<file path="src/rtl/pulse_shaper.sv">
// Array of independent pulse stretchers with programmable length, holdoff,
// retrigger and edge/level trigger selection, plus sticky overrun flags.
//
// state   | meaning
// --------+--------------------------------------------------------------
// IDLE    | o low, waiting for a trigger
// ACTIVE  | o high, cnt counts remaining pulse cycles down to 0
// HOLDOFF | o forced low, hcnt counts remaining holdoff cycles down to 0
module pulse_shaper #(
    parameter int DATAWIDTH = 8,
    parameter int CNTWIDTH  = 8
) (
    input  logic                 clk,
    input  logic                 reset_l,
    input  logic [DATAWIDTH-1:0] i,
    input  logic [CNTWIDTH-1:0]  len,
    input  logic [CNTWIDTH-1:0]  holdoff,
    input  logic                 retrig,
    input  logic                 edge_mode,
    input  logic                 clr_overrun,
    output logic [DATAWIDTH-1:0] o,
    output logic [DATAWIDTH-1:0] overrun,
    output logic                 busy
);

    typedef enum logic [1:0] {
        IDLE    = 2'd0,
        ACTIVE  = 2'd1,
        HOLDOFF = 2'd2
    } state_t;

    localparam logic [CNTWIDTH-1:0] ONE = CNTWIDTH'(1);

    state_t              state_q [DATAWIDTH];
    state_t              state_d [DATAWIDTH];
    logic [CNTWIDTH-1:0] cnt_q   [DATAWIDTH];
    logic [CNTWIDTH-1:0] cnt_d   [DATAWIDTH];
    logic [CNTWIDTH-1:0] hcnt_q  [DATAWIDTH];
    logic [CNTWIDTH-1:0] hcnt_d  [DATAWIDTH];

    logic [DATAWIDTH-1:0] i_d;
    logic [DATAWIDTH-1:0] trig;
    logic [DATAWIDTH-1:0] o_d;
    logic [DATAWIDTH-1:0] overrun_d;
    logic [DATAWIDTH-1:0] chan_busy;
    logic [CNTWIDTH-1:0]  len_eff;

    assign len_eff = (len == '0) ? ONE : len;
    assign trig    = edge_mode ? (i & ~i_d) : i;
    assign busy    = |chan_busy;

    always_ff @(posedge clk or negedge reset_l) begin
        if (!reset_l) begin
            i_d     <= '0;
            o       <= '0;
            overrun <= '0;
            for (int x = 0; x < DATAWIDTH; x++) begin
                state_q[x] <= IDLE;
                cnt_q[x]   <= '0;
                hcnt_q[x]  <= '0;
            end
        end else begin
            i_d     <= i;
            o       <= o_d;
            overrun <= overrun_d;
            for (int x = 0; x < DATAWIDTH; x++) begin
                state_q[x] <= state_d[x];
                cnt_q[x]   <= cnt_d[x];
                hcnt_q[x]  <= hcnt_d[x];
            end
        end
    end

    always_comb begin
        for (int x = 0; x < DATAWIDTH; x++) begin
            state_d[x]   = state_q[x];
            cnt_d[x]     = cnt_q[x];
            hcnt_d[x]    = hcnt_q[x];
            o_d[x]       = o[x];
            // Clear first so a same-cycle set below takes priority.
            overrun_d[x] = overrun[x] & ~clr_overrun;
            chan_busy[x] = (state_q[x] != IDLE);

            case (state_q[x])
                IDLE: begin
                    if (trig[x]) begin
                        o_d[x]     = 1'b1;
                        cnt_d[x]   = len_eff - ONE;
                        state_d[x] = ACTIVE;
                    end
                end
                ACTIVE: begin
                    if (trig[x] && !retrig) begin
                        overrun_d[x] = 1'b1;
                    end
                    // An ignored trigger does not stall the countdown.
                    if (trig[x] && retrig) begin
                        cnt_d[x] = len_eff - ONE;
                    end else if (cnt_q[x] != '0) begin
                        cnt_d[x] = cnt_q[x] - ONE;
                    end else if (holdoff == '0) begin
                        o_d[x]     = 1'b0;
                        state_d[x] = IDLE;
                    end else begin
                        o_d[x]     = 1'b0;
                        hcnt_d[x]  = holdoff - ONE;
                        state_d[x] = HOLDOFF;
                    end
                end
                HOLDOFF: begin
                    o_d[x] = 1'b0;
                    if (trig[x]) begin
                        overrun_d[x] = 1'b1;
                    end
                    if (hcnt_q[x] != '0) begin
                        hcnt_d[x] = hcnt_q[x] - ONE;
                    end else begin
                        state_d[x] = IDLE;
                    end
                end
                default: begin
                    o_d[x]     = 1'b0;
                    state_d[x] = IDLE;
                end
            endcase
        end
    end

endmodule

</file>
<file path="config.mk">
export PLATFORM = sky130hd
export DESIGN_NAME = pulse_shaper
export DESIGN_NICKNAME = d
export VERILOG_FILES = /design/src/rtl/pulse_shaper.sv
export SDC_FILE = /design/constraint.sdc
export NUM_CORES = 1
export LEC_CHECK = 0
export CORE_MARGIN = 2
export CORE_UTILIZATION = 25
export CTS_CLUSTER_DIAMETER = 40
export DETAILED_ROUTE_END_ITERATION = 6
export PLACE_DENSITY_LB_ADDON = 0.08
export SYNTH_ARGS = -nofsm -noshare
export SYNTH_HDL_FRONTEND = slang
export SYNTH_SLANG_ARGS = --single-unit
</file>
<file path="constraint.sdc">
create_clock -name clk -period 3.2 [get_ports clk]
set_clock_uncertainty 0.2 [all_clocks]
set_input_delay 0.64 -clock clk [delete_from_list [all_inputs] [get_ports clk]]
set_output_delay 0.64 -clock clk [all_outputs]
set_load 0.01 [all_outputs]
</file>
==> out/qor.yml <==
run_status:
  status: "finished clean"
clock_tree:
  root_buffer: "clkbuf_16"
  ctsHtreeMaxLevel: 4
  cts_tree: "done"
  cts.sinks: 168
  cts_buffer_depth: 2
  clk_pin_slew_ns: 0.07
  clk_latency_ns: 0.45
  cts_buffers: 17
timing:
  finalCritPeriodShare: 0.956
  post-route-min-period_ns: 3.06
  maxSlewHeadroom: 0.438
  setup_ws_ns: 0.141
  tightest_slew_ns: 0.843
  rsz0062_at_grt: "no"
  finalHoldViolCount: 0
  maxSlewViolCount: 0
  fmax_mhz: 327
  setup_viol_count_final: 0
  tns_ns: 0
place:
  portBuffers: 45
  place.detailed.hpwl_microns: 26300
  gp_congestion: 0.777
  placed_cells: 1995
  place_ws_ns: 0.0949
routing:
  initialDrtViolationCount: 710
  drt-pass1-iter-count: 4
  ant_nets: 0
  drcViolationCount: 0
  vias: 10242
  vias_per_cell: 5.05
  wire_per_inst_microns: 17.8
  drt-total-wl_microns: 36100
global_routing:
  grt_overflow: 0
  track_usage: 0.158
  grt_max_degree: 55
  grt_pass1_wl_microns: 58200
  antenna_found_initial: 1
  grt_pass1_vias: 10238
synth:
  ys.flop_type: "dfrtp_1"
  synth_top_area_cell: "dfrtp_1"
  ys_seq_area_frac: 0.371
  yosysWarnings: 0
  netlist.area_leader.share: 0.371
  synth_edf_count: 0
  synth_fp_nets: 1412
  netlist_top_cells_count: "168 x dfrtp_1, 110 x nor2_1, 101 x nand2_1, 99 x o21ai_1, 98 x a21oi_1"
  yosysMostFrequentCell: "dfrtp_1"
  synth_cells: 1324
  synthesis.area_sq_um: 11300
  async_flop_share: 1.00
  ys_top_cells_by_area: "dfrtp_1 37%, ha_1 6.5%, o21ai_1 4.4%"
  avgSynthCellArea_sq_um: 8.55
  yosysUniqueCellTypes: 92
  synth.ff_latch_count: 168
floorplanning:
  initial_core_util: 0.255
  die_w_microns: 217
  die_y_microns: 217
  core-area_sq_um: 44400
  io_pins: 46
  die_area_sq_um: 47000
  fp-row-count: 77
critical_path:
  crit_chain: "inv_1, ha_2, nand4_1, or2_2, clkdlybuf4s50_1"
  crit_path_start_kind: "flop"
  slowest_delay_ns: 0.50
  cp.arrival_ns: 2.22
  cp-end-kind: "primary output"
  crit_fanout: 7
  critPathSlowestCell: "clkdlybuf4s50_1"
  worstSetupPathType: "flop to primary output"
  path_buf_inv: 2
  cp_top_family: "buffers and inverters"
  cp.required_ns: 2.36
layout:
  diodes: 0
  final_nets: 1511
  fin_cells: 2028
  layout-drive-gt1-share: 0.116
  area_delta_synth_final_pct: 20.3
pwr:
  p_sw_uw: 4810
  irDropWorstVdd_mv: 0.276
  power_uw: 11400
  powerDensity_nw_per_um2: 835
  clockPowerShare: 0.197
  p_int_uw: 6560
  seqPwrFrac: 0.322
  leakagePower_uw: 0.00567
  sw_frac_of_total: 0.423
  comb_power_share: 0.482
run:
  maxCapViolCount: 0
worst_hold_path:
  hp-class: "flop to flop"
logic make-up (layout without fill, tap and decap cells):
logic type	Yosys count	count (layout)	synth area share
AO/OA/AOI/OAI	484	484	0.280
AND/OR/NAND/NOR	427	427	0.192
flip-flops	168	168	0.371
buffers and inverters	140	252	0.0496
adder cells (fa/ha/maj)	59	59	0.0652
multiplexers	34	34	0.0322
XOR/XNOR	12	12	0.00929
layout by cell type (no fill, tap or decap), types with 8 or more instances in the layout:
cell type,count
nor4_1,11
a21oi_1,98
ha_1,57
o211ai_1,8
o22ai_1,31
a22oi_1,9
a31oi_1,24
o21ai_1,99
mux2i_1,18
nor2b_1,13
nand2_1,101
inv_1,84
o21a_1,8
a2bb2oi_1,11
a22o_1,9
buf_4,83
nand3_1,43
a211o_1,9
o31ai_1,10
nor3b_1,13
mux2_2,9
or3_1,20
nor2_1,110
nor3_1,44
clkbuf_16,17
o21ai_0,49
nand4_1,13
a21boi_1,12
dfrtp_1,168
o22a_1,25
a21bo_2,8
clkdlybuf4s50_1,44
per-stage QoR:
step | instance area (sq um) | hold WS (ns) | utilization
3_3_place_gp | 13000 | 0.284 | 0.293
4_1_cts | 13600 | 0.302 | 0.307
2_1_floorplan | 11300 | 0.144 | -
3_5_place_dp | 13000 | 0.286 | 0.293
6_report | 13600 | 0.295 | 0.307
5_1_grt | 13600 | 0.318 | 0.307
per-layer routing:
metal,GRT usage,vias to the layer above,part of all wire
li1,-,5100,-
met1,0.219,5002,0.50
met2,0.260,122,0.46
met3,0.0287,18,0.025
met4,0.0295,0,0.0077
met5,0,-,0
repair_timing:
action / 4_1_cts / 5_1_grt
hold endpoints to repair: 4 / 0
hold buffers: 1 / 0
resized for setup: 1 / 1
endpoints found under the setup margin: 1 / 1
cloned: 0 / 0
pin swaps: 0 / 0
setup buffers: 0 / 0
layout make-up:
| type | instances | area [sq um] |
|---|---|---|
| inverters | 86 | 323 |
| multi-input cells | 1016 | 6560 |
| clock inverters | 9 | 120 |
| flip-flops and latches | 168 | 4200 |
| well taps | 592 | 741 |
| repair buffers | 134 | 1190 |
| clock buffers | 23 | 488 |
| fillers | 4666 | 30800 |
worst register-to-register path: stages, from the launching register on:
cell and delay, ns:
dfrtp_1 0.44, inv_1 0.11, ha_1 0.17, or3b_2 0.49
a211oi_2 0.38, a31oi_2 0.18, buf_4 0.21, a221o_1 0.33
path summary, 6_finish.rpt:
check	cells after the start	slack [ns]	to	from
min reg2reg	2	0.29	cnt_q[54]$_DFFE_PN0P_	cnt_q[54]$_DFFE_PN0P_
max reg2reg	7	0.59	hcnt_q[31]$_DFFE_PN0P_	cnt_q[24]$_DFFE_PN0P_
max	5	0.14	busy	state_q[7]$_DFFE_PN0P_
min	2	0.29	cnt_q[54]$_DFFE_PN0P_	cnt_q[54]$_DFFE_PN0P_
max in group asynchronous	3	1.53	cnt_q[9]$_DFFE_PN0P_	reset_l
min in group asynchronous	2	0.57	hcnt_q[35]$_DFFE_PN0P_	reset_l
state kept, by name, summed over array words and instances, names as in the netlist:
register and flops:
cnt_q 64, hcnt_q 64, i_d 8, o 8, overrun 8, state_q 16
power groups by stage:
stage	Clock [uW]	Combinational (uW)	Sequential, uW
after floorplan	0	3870	3500
after global placement	0	5530	3690
after detailed placement	0	5510	3680
after CTS	2320	5540	3650
after global routing	2420	6240	3790
final	2240	5480	3660
Power figures use the tool's default switching activity.
